[config.mk]
export PLATFORM = sky130hd
export DESIGN_NAME = obuf_drain_ctrl
export DESIGN_NICKNAME = d
export VERILOG_FILES = /design/src/rtl/obuf_drain_ctrl.sv
export SDC_FILE = /design/constraint.sdc
export NUM_CORES = 1
export LEC_CHECK = 0
export ABC_AREA = 1
export CORE_ASPECT_RATIO = 0.8
export CORE_MARGIN = 2
export CORE_UTILIZATION = 30
export DETAILED_ROUTE_END_ITERATION = 16
export GPL_TIMING_DRIVEN = 1
export PLACE_DENSITY_LB_ADDON = 0.08
export SYNTH_ARGS = -nofsm -noshare
export SYNTH_HDL_FRONTEND = slang
export SYNTH_SLANG_ARGS = --single-unit
[constraint.sdc]
create_clock -name clk -period 5 [get_ports clk]
set_input_delay 1 -clock clk [delete_from_list [all_inputs] [get_ports clk]]
set_output_delay 1 -clock clk [all_outputs]
set_load 0.02 [all_outputs]
[src/rtl/obuf_drain_ctrl.sv]
// obuf_drain_ctrl: read-side controller for the output buffer.
// Walks ARRAY_M column RAMs column-major, issuing one read per cycle while
// skid-FIFO credit allows, and streams the returned words on a valid/ready
// port. A small valid shift register tracks reads that are still in the RAM
// pipeline so downstream backpressure can never cause a dropped word.
module obuf_drain_ctrl #(
    parameter int RAM_SIZE   = 256,
    parameter int ADDR_WIDTH = $clog2(RAM_SIZE),
    parameter int ARRAY_M    = 8,
    parameter int DATA_WIDTH = 32,
    parameter int RD_LATENCY = 1,
    parameter int FIFO_DEPTH = 4
) (
    input  logic                       clk,
    input  logic                       reset,
    input  logic                       start,
    input  logic [ADDR_WIDTH-1:0]      base_addr,
    input  logic [ADDR_WIDTH:0]        num_rows,
    input  logic [$clog2(ARRAY_M):0]   num_cols,
    output logic [$clog2(ARRAY_M)-1:0] ram_idx,
    output logic [ADDR_WIDTH-1:0]      read_addr,
    input  logic [DATA_WIDTH-1:0]      data_read,
    output logic                       out_valid,
    input  logic                       out_ready,
    output logic [DATA_WIDTH-1:0]      out_data,
    output logic                       out_last,
    output logic                       busy,
    output logic                       done
);

    localparam int IDX_W = $clog2(ARRAY_M);
    localparam int COL_W = IDX_W + 1;
    localparam int ROW_W = ADDR_WIDTH + 1;
    localparam int PTR_W = (FIFO_DEPTH > 1) ? $clog2(FIFO_DEPTH) : 1;
    localparam int CNT_W = $clog2(FIFO_DEPTH + 1) + 1;

    typedef enum logic [1:0] {
        IDLE  = 2'd0,
        ISSUE = 2'd1,
        DRAIN = 2'd2,
        FIN   = 2'd3
    } state_t;

    state_t state, next_state;

    // Latched drain geometry and walk counters
    logic [ADDR_WIDTH-1:0] base_q;
    logic [ROW_W-1:0]      nrows_q;
    logic [COL_W-1:0]      ncols_q;
    logic [ROW_W-1:0]      row;
    logic [COL_W-1:0]      col;
    logic [IDX_W-1:0]      idx_q;
    logic [ADDR_WIDTH-1:0] addr_q;

    // In-flight read tracking (valid and last-tag pipelines)
    logic [RD_LATENCY-1:0] vld;
    logic [RD_LATENCY-1:0] lst;

    // Skid FIFO
    logic [DATA_WIDTH-1:0] fifo_data [FIFO_DEPTH];
    logic                  fifo_last [FIFO_DEPTH];
    logic [PTR_W-1:0]      wr_ptr, rd_ptr;
    logic [CNT_W-1:0]      fifo_count;

    logic                  accept, issue, push, push_last, pop;
    logic                  row_end, col_end, last_issue;
    logic [CNT_W-1:0]      inflight, occupancy;
    logic [COL_W-1:0]      cols_clamped;
    logic [ADDR_WIDTH-1:0] issue_addr;

    function automatic logic [PTR_W-1:0] ptr_inc(input logic [PTR_W-1:0] p);
        return (p == PTR_W'(FIFO_DEPTH - 1)) ? '0 : p + PTR_W'(1);
    endfunction

    assign cols_clamped = (num_cols > COL_W'(ARRAY_M)) ? COL_W'(ARRAY_M) : num_cols;
    assign row_end      = (row == nrows_q - ROW_W'(1));
    assign col_end      = (col == ncols_q - COL_W'(1));
    assign last_issue   = row_end && col_end;
    assign issue_addr   = base_q + row[ADDR_WIDTH-1:0];
    assign push         = vld[RD_LATENCY-1];
    assign push_last    = lst[RD_LATENCY-1];
    assign pop          = out_valid && out_ready;

    // Count reads still travelling through the RAM pipeline; credit uses only registered state
    always_comb begin
        // NOTE: every variable assigned in a combinational block gets a default first, so no latch is inferred.
        inflight = '0;
        for (int i = 0; i < RD_LATENCY; i++) begin
            inflight = inflight + CNT_W'(vld[i]);
        end
        occupancy = fifo_count + inflight;
    end

    // FSM state register
    always_ff @(posedge clk or negedge reset) begin
        // NOTE: sequential state uses non-blocking assignments so every flop samples pre-edge values.
        if (!reset) state <= IDLE;
        else        state <= next_state;
    end

    // FSM next-state logic
    always_comb begin
        next_state = state;
        case (state)
            IDLE: begin
                if (start) begin
                    if (num_rows == '0 || num_cols == '0) next_state = FIN;
                    else                                  next_state = ISSUE;
                end
            end
            ISSUE: if (issue && last_issue) next_state = DRAIN;
            DRAIN: if (inflight == '0 && pop && out_last) next_state = FIN;
            FIN:   next_state = IDLE;
            default: next_state = IDLE;
        endcase
    end

    // FSM outputs: start acceptance, read issue under credit, busy and done
    always_comb begin
        accept = (state == IDLE) && start;
        issue  = (state == ISSUE) && (occupancy < CNT_W'(FIFO_DEPTH));
        busy   = (state != IDLE) || start;
        done   = (state == FIN);
    end

    // Geometry latch on accepted start, row-major-within-column walk, held read port
    always_ff @(posedge clk or negedge reset) begin
        if (!reset) begin
            base_q  <= '0;
            nrows_q <= '0;
            ncols_q <= '0;
            row     <= '0;
            col     <= '0;
            idx_q   <= '0;
            addr_q  <= '0;
        end else if (accept) begin
            base_q  <= base_addr;
            nrows_q <= num_rows;
            ncols_q <= cols_clamped;
            row     <= '0;
            col     <= '0;
        end else if (issue) begin
            idx_q  <= col[IDX_W-1:0];
            addr_q <= issue_addr;
            if (row_end) begin
                row <= '0;
                col <= col + COL_W'(1);
            end else begin
                row <= row + ROW_W'(1);
            end
        end
    end

    // Read port shows the address being issued; otherwise it holds the last issued one
    always_comb begin
        ram_idx   = issue ? col[IDX_W-1:0] : idx_q;
        read_addr = issue ? issue_addr     : addr_q;
    end

    // In-flight shift registers: a read's data is pushed when its valid bit emerges
    always_ff @(posedge clk or negedge reset) begin
        if (!reset) begin
            vld <= '0;
            lst <= '0;
        end else begin
            vld[0] <= issue;
            lst[0] <= issue && last_issue;
            for (int i = 1; i < RD_LATENCY; i++) begin
                vld[i] <= vld[i-1];
                lst[i] <= lst[i-1];
            end
        end
    end

    // FIFO pointers and occupancy; simultaneous push and pop leave the count unchanged
    always_ff @(posedge clk or negedge reset) begin
        if (!reset) begin
            wr_ptr     <= '0;
            rd_ptr     <= '0;
            fifo_count <= '0;
        end else begin
            if (push) wr_ptr <= ptr_inc(wr_ptr);
            if (pop)  rd_ptr <= ptr_inc(rd_ptr);
            case ({push, pop})
                2'b10:   fifo_count <= fifo_count + CNT_W'(1);
                2'b01:   fifo_count <= fifo_count - CNT_W'(1);
                default: fifo_count <= fifo_count;
            endcase
        end
    end

    // FIFO storage
    always_ff @(posedge clk) begin
        // NOTE: storage has no reset; entries are only observed when fifo_count says they are valid.
        if (push) begin
            fifo_data[wr_ptr] <= data_read;
            fifo_last[wr_ptr] <= push_last;
        end
    end

    // Stream port: head of FIFO, forced to zero when empty
    always_comb begin
        out_valid = (fifo_count != '0);
        out_data  = out_valid ? fifo_data[rd_ptr] : '0;
        out_last  = out_valid && fifo_last[rd_ptr];
    end

    // Credit must make overflow impossible
    a_no_overflow: assert property (@(posedge clk) disable iff (!reset)
        !(push && !pop && (fifo_count == CNT_W'(FIFO_DEPTH))));

endmodule

==> results.sh <==
export IMPL_finalCriticalPeriod_ns=3.950
export IMPL_slew_violations=0
export IMPL_fin_skew_ns=0.01224
export IMPL_critPathTopFamily="buffers and inverters"
export IMPL_cp_end_kind="output port"
export IMPL_pwr_share_seq_pct=33.6
export IMPL_numCtsBuffers=17
export IMPL_synth_area_um2=8756
export IMPL_leakage_nw=4.236
export IMPL_die_w_um=195.0
export IMPL_clk_path_buf_depth=2
export IMPL_grt_overflow=0
export IMPL_port_buffers=103
export IMPL_setup_tns_ns=0
export IMPL_ios=104
export IMPL_layout_commonest_cell="nor2_1"
export IMPL_worst_slew_pin_slew_ns=0.8444
export IMPL_clk_pin_slew_worst_paths_ns=0.08
export IMPL_ys_warnings_count=0
export IMPL_ant_nets=0
export IMPL_cp_common_cell="nand2_1"
export IMPL_dpl_cell_area_um2=10200
export IMPL_layout_common_cells="nor2_1, nand2_1, edfxtp_1, clkdlybuf4s50_1, o21ai_0"
export IMPL_synthFlopType="edfxtp_1"
export IMPL_layout_drive_gt1_share_pct=8.333
export IMPL_critPathSlowestCell="clkdlybuf4s50_1"
export IMPL_vias=6036
export IMPL_globalRouteTotalUtil_pct=14.36
export IMPL_powerDensity_nw_per_um2=592.0
export IMPL_clk_latency_ns=0.44
export IMPL_start_kind="register"
export IMPL_core_area_um2=28490
export IMPL_drv_cap=0
export IMPL_viasPerCell=4.458
export IMPL_netlist_instances=871
export IMPL_wl_per_cell_um=15.45
export IMPL_async_flop_share_pct=30.16
export IMPL_relSlewSlack_pct=43.63
export IMPL_status="completed"
export IMPL_initial_core_util_pct=30.73
export IMPL_htreeDepth=4
export IMPL_cts_sinks=189
export IMPL_stdcell_area_um2=10790
export IMPL_first_global_vias=5866
export IMPL_firstDrtPassIters=5
export IMPL_crit_buf_inv=2
export IMPL_antenna_found_initial=1
export IMPL_syn_num_nets=954
export IMPL_swShare_pct=40.10
export IMPL_ys_seq_area_share_pct=61.56
export IMPL_globalplace_congestion=0.7539
export IMPL_area_delta_synth_final_pct=23.21
export IMPL_hold_class="register to register"
export IMPL_vdd_ir_drop_worst_mv=0.2735
export IMPL_hold_viol=0
export IMPL_avgSynthCellArea_um2=10.05
export IMPL_row_count=55
export IMPL_clock_power_share_pct=21.6
export IMPL_synth_edf_count=132
export IMPL_drt_wl_total_um=20910
export IMPL_grt_pass1_wl_um=33420
export IMPL_cp_cell_sequence="ha_1 > inv_1 > fa_1 > o21ai_1 > nand2_1 > nand2_1 > a21oi_1 > or2_0 > nand3_1 > and2_4 > clkdlybuf4s50_1"
export IMPL_critical_path_max_fanout=5
export IMPL_cts_tree="done"
export IMPL_first_iter_violations=345
export IMPL_grt_max_degree=69
export IMPL_die_area_um2=30580
export IMPL_power_total_mw=6.386
export IMPL_synth_top_cell_by_area="edfxtp_1"
export IMPL_yosysTopAreaCellShare_pct=45.27
export IMPL_antenna_cells=0
export IMPL_p_comb_share_pct=44.8
export IMPL_dieHeight_um=156.8
export IMPL_fmax_ghz=0.2532
export IMPL_fin_nets=1054
export IMPL_path_class="register to output port"
export IMPL_yosys_top_cells_area="edfxtp_1, dfrtp_1, nor2_1, nand2_1, o21ai_0"
export IMPL_yosysUniqueCellTypes=45
export IMPL_min_period_over_period_pct=78.99
export IMPL_cts_resized=0
export IMPL_cts_setup_buffers=0
export IMPL_route_detailed_drc=0
export IMPL_dp_hpwl_um=13230
export IMPL_p_switching_mw=2.561
export IMPL_hold_buffers=0
export IMPL_worstPathRequired_ns=4.00
export IMPL_root_buffer="clkbuf_16"
export IMPL_critPathMaxStageDelay_ns=0.59
export IMPL_yosys_register_bits=189
export IMPL_internal_power_mw=3.825
export IMPL_cp_arrival_ns=2.95
export IMPL_setup_viol=0
export IMPL_rsz0062_at_grt="false"
==> flip-flops by register name, summed over array words and instances, names as in the netlist <==
| register | flops |
|---|---|
| addr_q | 8 |
| base_q | 8 |
| col | 4 |
| fifo_count | 4 |
| fifo_data | 128 |
| fifo_last | 4 |
| idx_q | 3 |
| lst | 1 |
| ncols_q | 4 |
| nrows_q | 9 |
| push | 1 |
| rd_ptr | 2 |
| row | 9 |
| state | 2 |
| wr_ptr | 2 |
==> power by group through the flow <==
stage | clock network, mW | logic, mW | registers, mW
after floorplan | 0 | 1.87 | 2.11
after detailed placement | 0 | 2.90 | 2.19
final | 1.38 | 2.86 | 2.15
after global routing | 1.49 | 3.22 | 2.19
after CTS | 1.42 | 2.92 | 2.15
after global placement | 0 | 2.90 | 2.18
==> layer usage <==
metal / share of wire [%] / vias to the layer above / global-route usage [%]
met5: 0.062 / - / 0
met4: 1.0 / 2 / 3.889
met3: 3.2 / 15 / 3.147
met2: 44 / 80 / 21.63
met1: 52 / 2832 / 20.80
li1: - / 3107 / -
==> cells by family (layout without fill, tap and decap cells) <==
kind of cell               Yosys count  after routing  share of synthesized area (%)
buffers and inverters              103            216                          4.644
xor gates and xnor gates            17             17                          1.858
adders and majority gates           26             26                          3.887
AOI/OAI and AO/OA                  152            152                          9.460
and+or+nand+nor                    384            384                          18.59
DFF                                189            189                          61.56
==> area by class of cell <==
type                    instances  area, um2
multi-input cells             579       2965
clock inverters                14      162.7
inverters                      69      260.3
repair buffers                115       1116
flip-flops and latches        189       5391
clock buffers                  18      429.2
fillers                      2897      17700
well taps                     370      462.9
==> worst register-to-register path, cell delays in order (launching register included) <==
cell	delay, ns
dfrtp_1	0.43
or2_1	0.28
nor3_4	0.12
buf_4	0.44
inv_1	0.12
nand2_1	0.13
inv_1	0.12
ha_1	0.26
ha_1	0.33
nand2_1	0.08
nor2_1	0.04
a211oi_1	0.23
nor2_1	0.07
nor2_1	0.09
nand2_1	0.07
xnor2_1	0.12
==> Yosys cell counts, types with 2 or more instances <==
cell type	n
o21ai_2	4
inv_1	63
inv_2	4
ha_1	24
edfxtp_1	132
o21ai_1	9
or2_2	3
buf_1	5
fa_1	2
nand3_2	2
dfrtp_1	57
a21oi_1	40
nand4_1	9
clkbuf_1	21
nand2_1	160
nor3_2	2
xnor2_1	5
o21ai_0	91
nand3_1	21
nand2_2	5
o22ai_2	2
nor2_2	5
nand2_4	4
nor3_1	3
nor2_1	163
buf_2	6
xor2_1	11
==> per-stage QoR <==
stage	hold WS [ns]	instances	worst slack (ns)	utilization, %
3_5_place_dp	0.4664	1322	1.464	35.79
5_1_grt	0.5049	1354	0.7640	37.87
2_1_floorplan	0.4415	871	2.177	-
6_report	0.4780	1354	1.050	37.87
3_3_place_gp	0.4636	1322	1.510	35.79
4_1_cts	0.4851	1354	0.9679	37.87
==> path summary, 6_finish.rpt <==
path / slack, ns / depth (start not counted) / startpoint / to
worst min-delay path: 0.48 / 2 / addr_q[6]$_DFFE_PN0N_ / addr_q[6]$_DFFE_PN0N_
worst min register to register: 0.48 / 2 / addr_q[6]$_DFFE_PN0N_ / addr_q[6]$_DFFE_PN0N_
max in group asynchronous: 3.50 / 2 / reset / rd_ptr[0]$_DFFE_PN0P_
min in group asynchronous: 0.59 / 1 / reset / addr_q[0]$_DFFE_PN0N_
worst max-delay path: 1.05 / 11 / row[0]$_DFFE_PN0P_ / read_addr[6]
worst max register to register: 1.96 / 15 / fifo_count[2]$_DFFE_PN0P_ / fifo_count[3]$_DFFE_PN0P_
(Power assumes the default switching activity.)
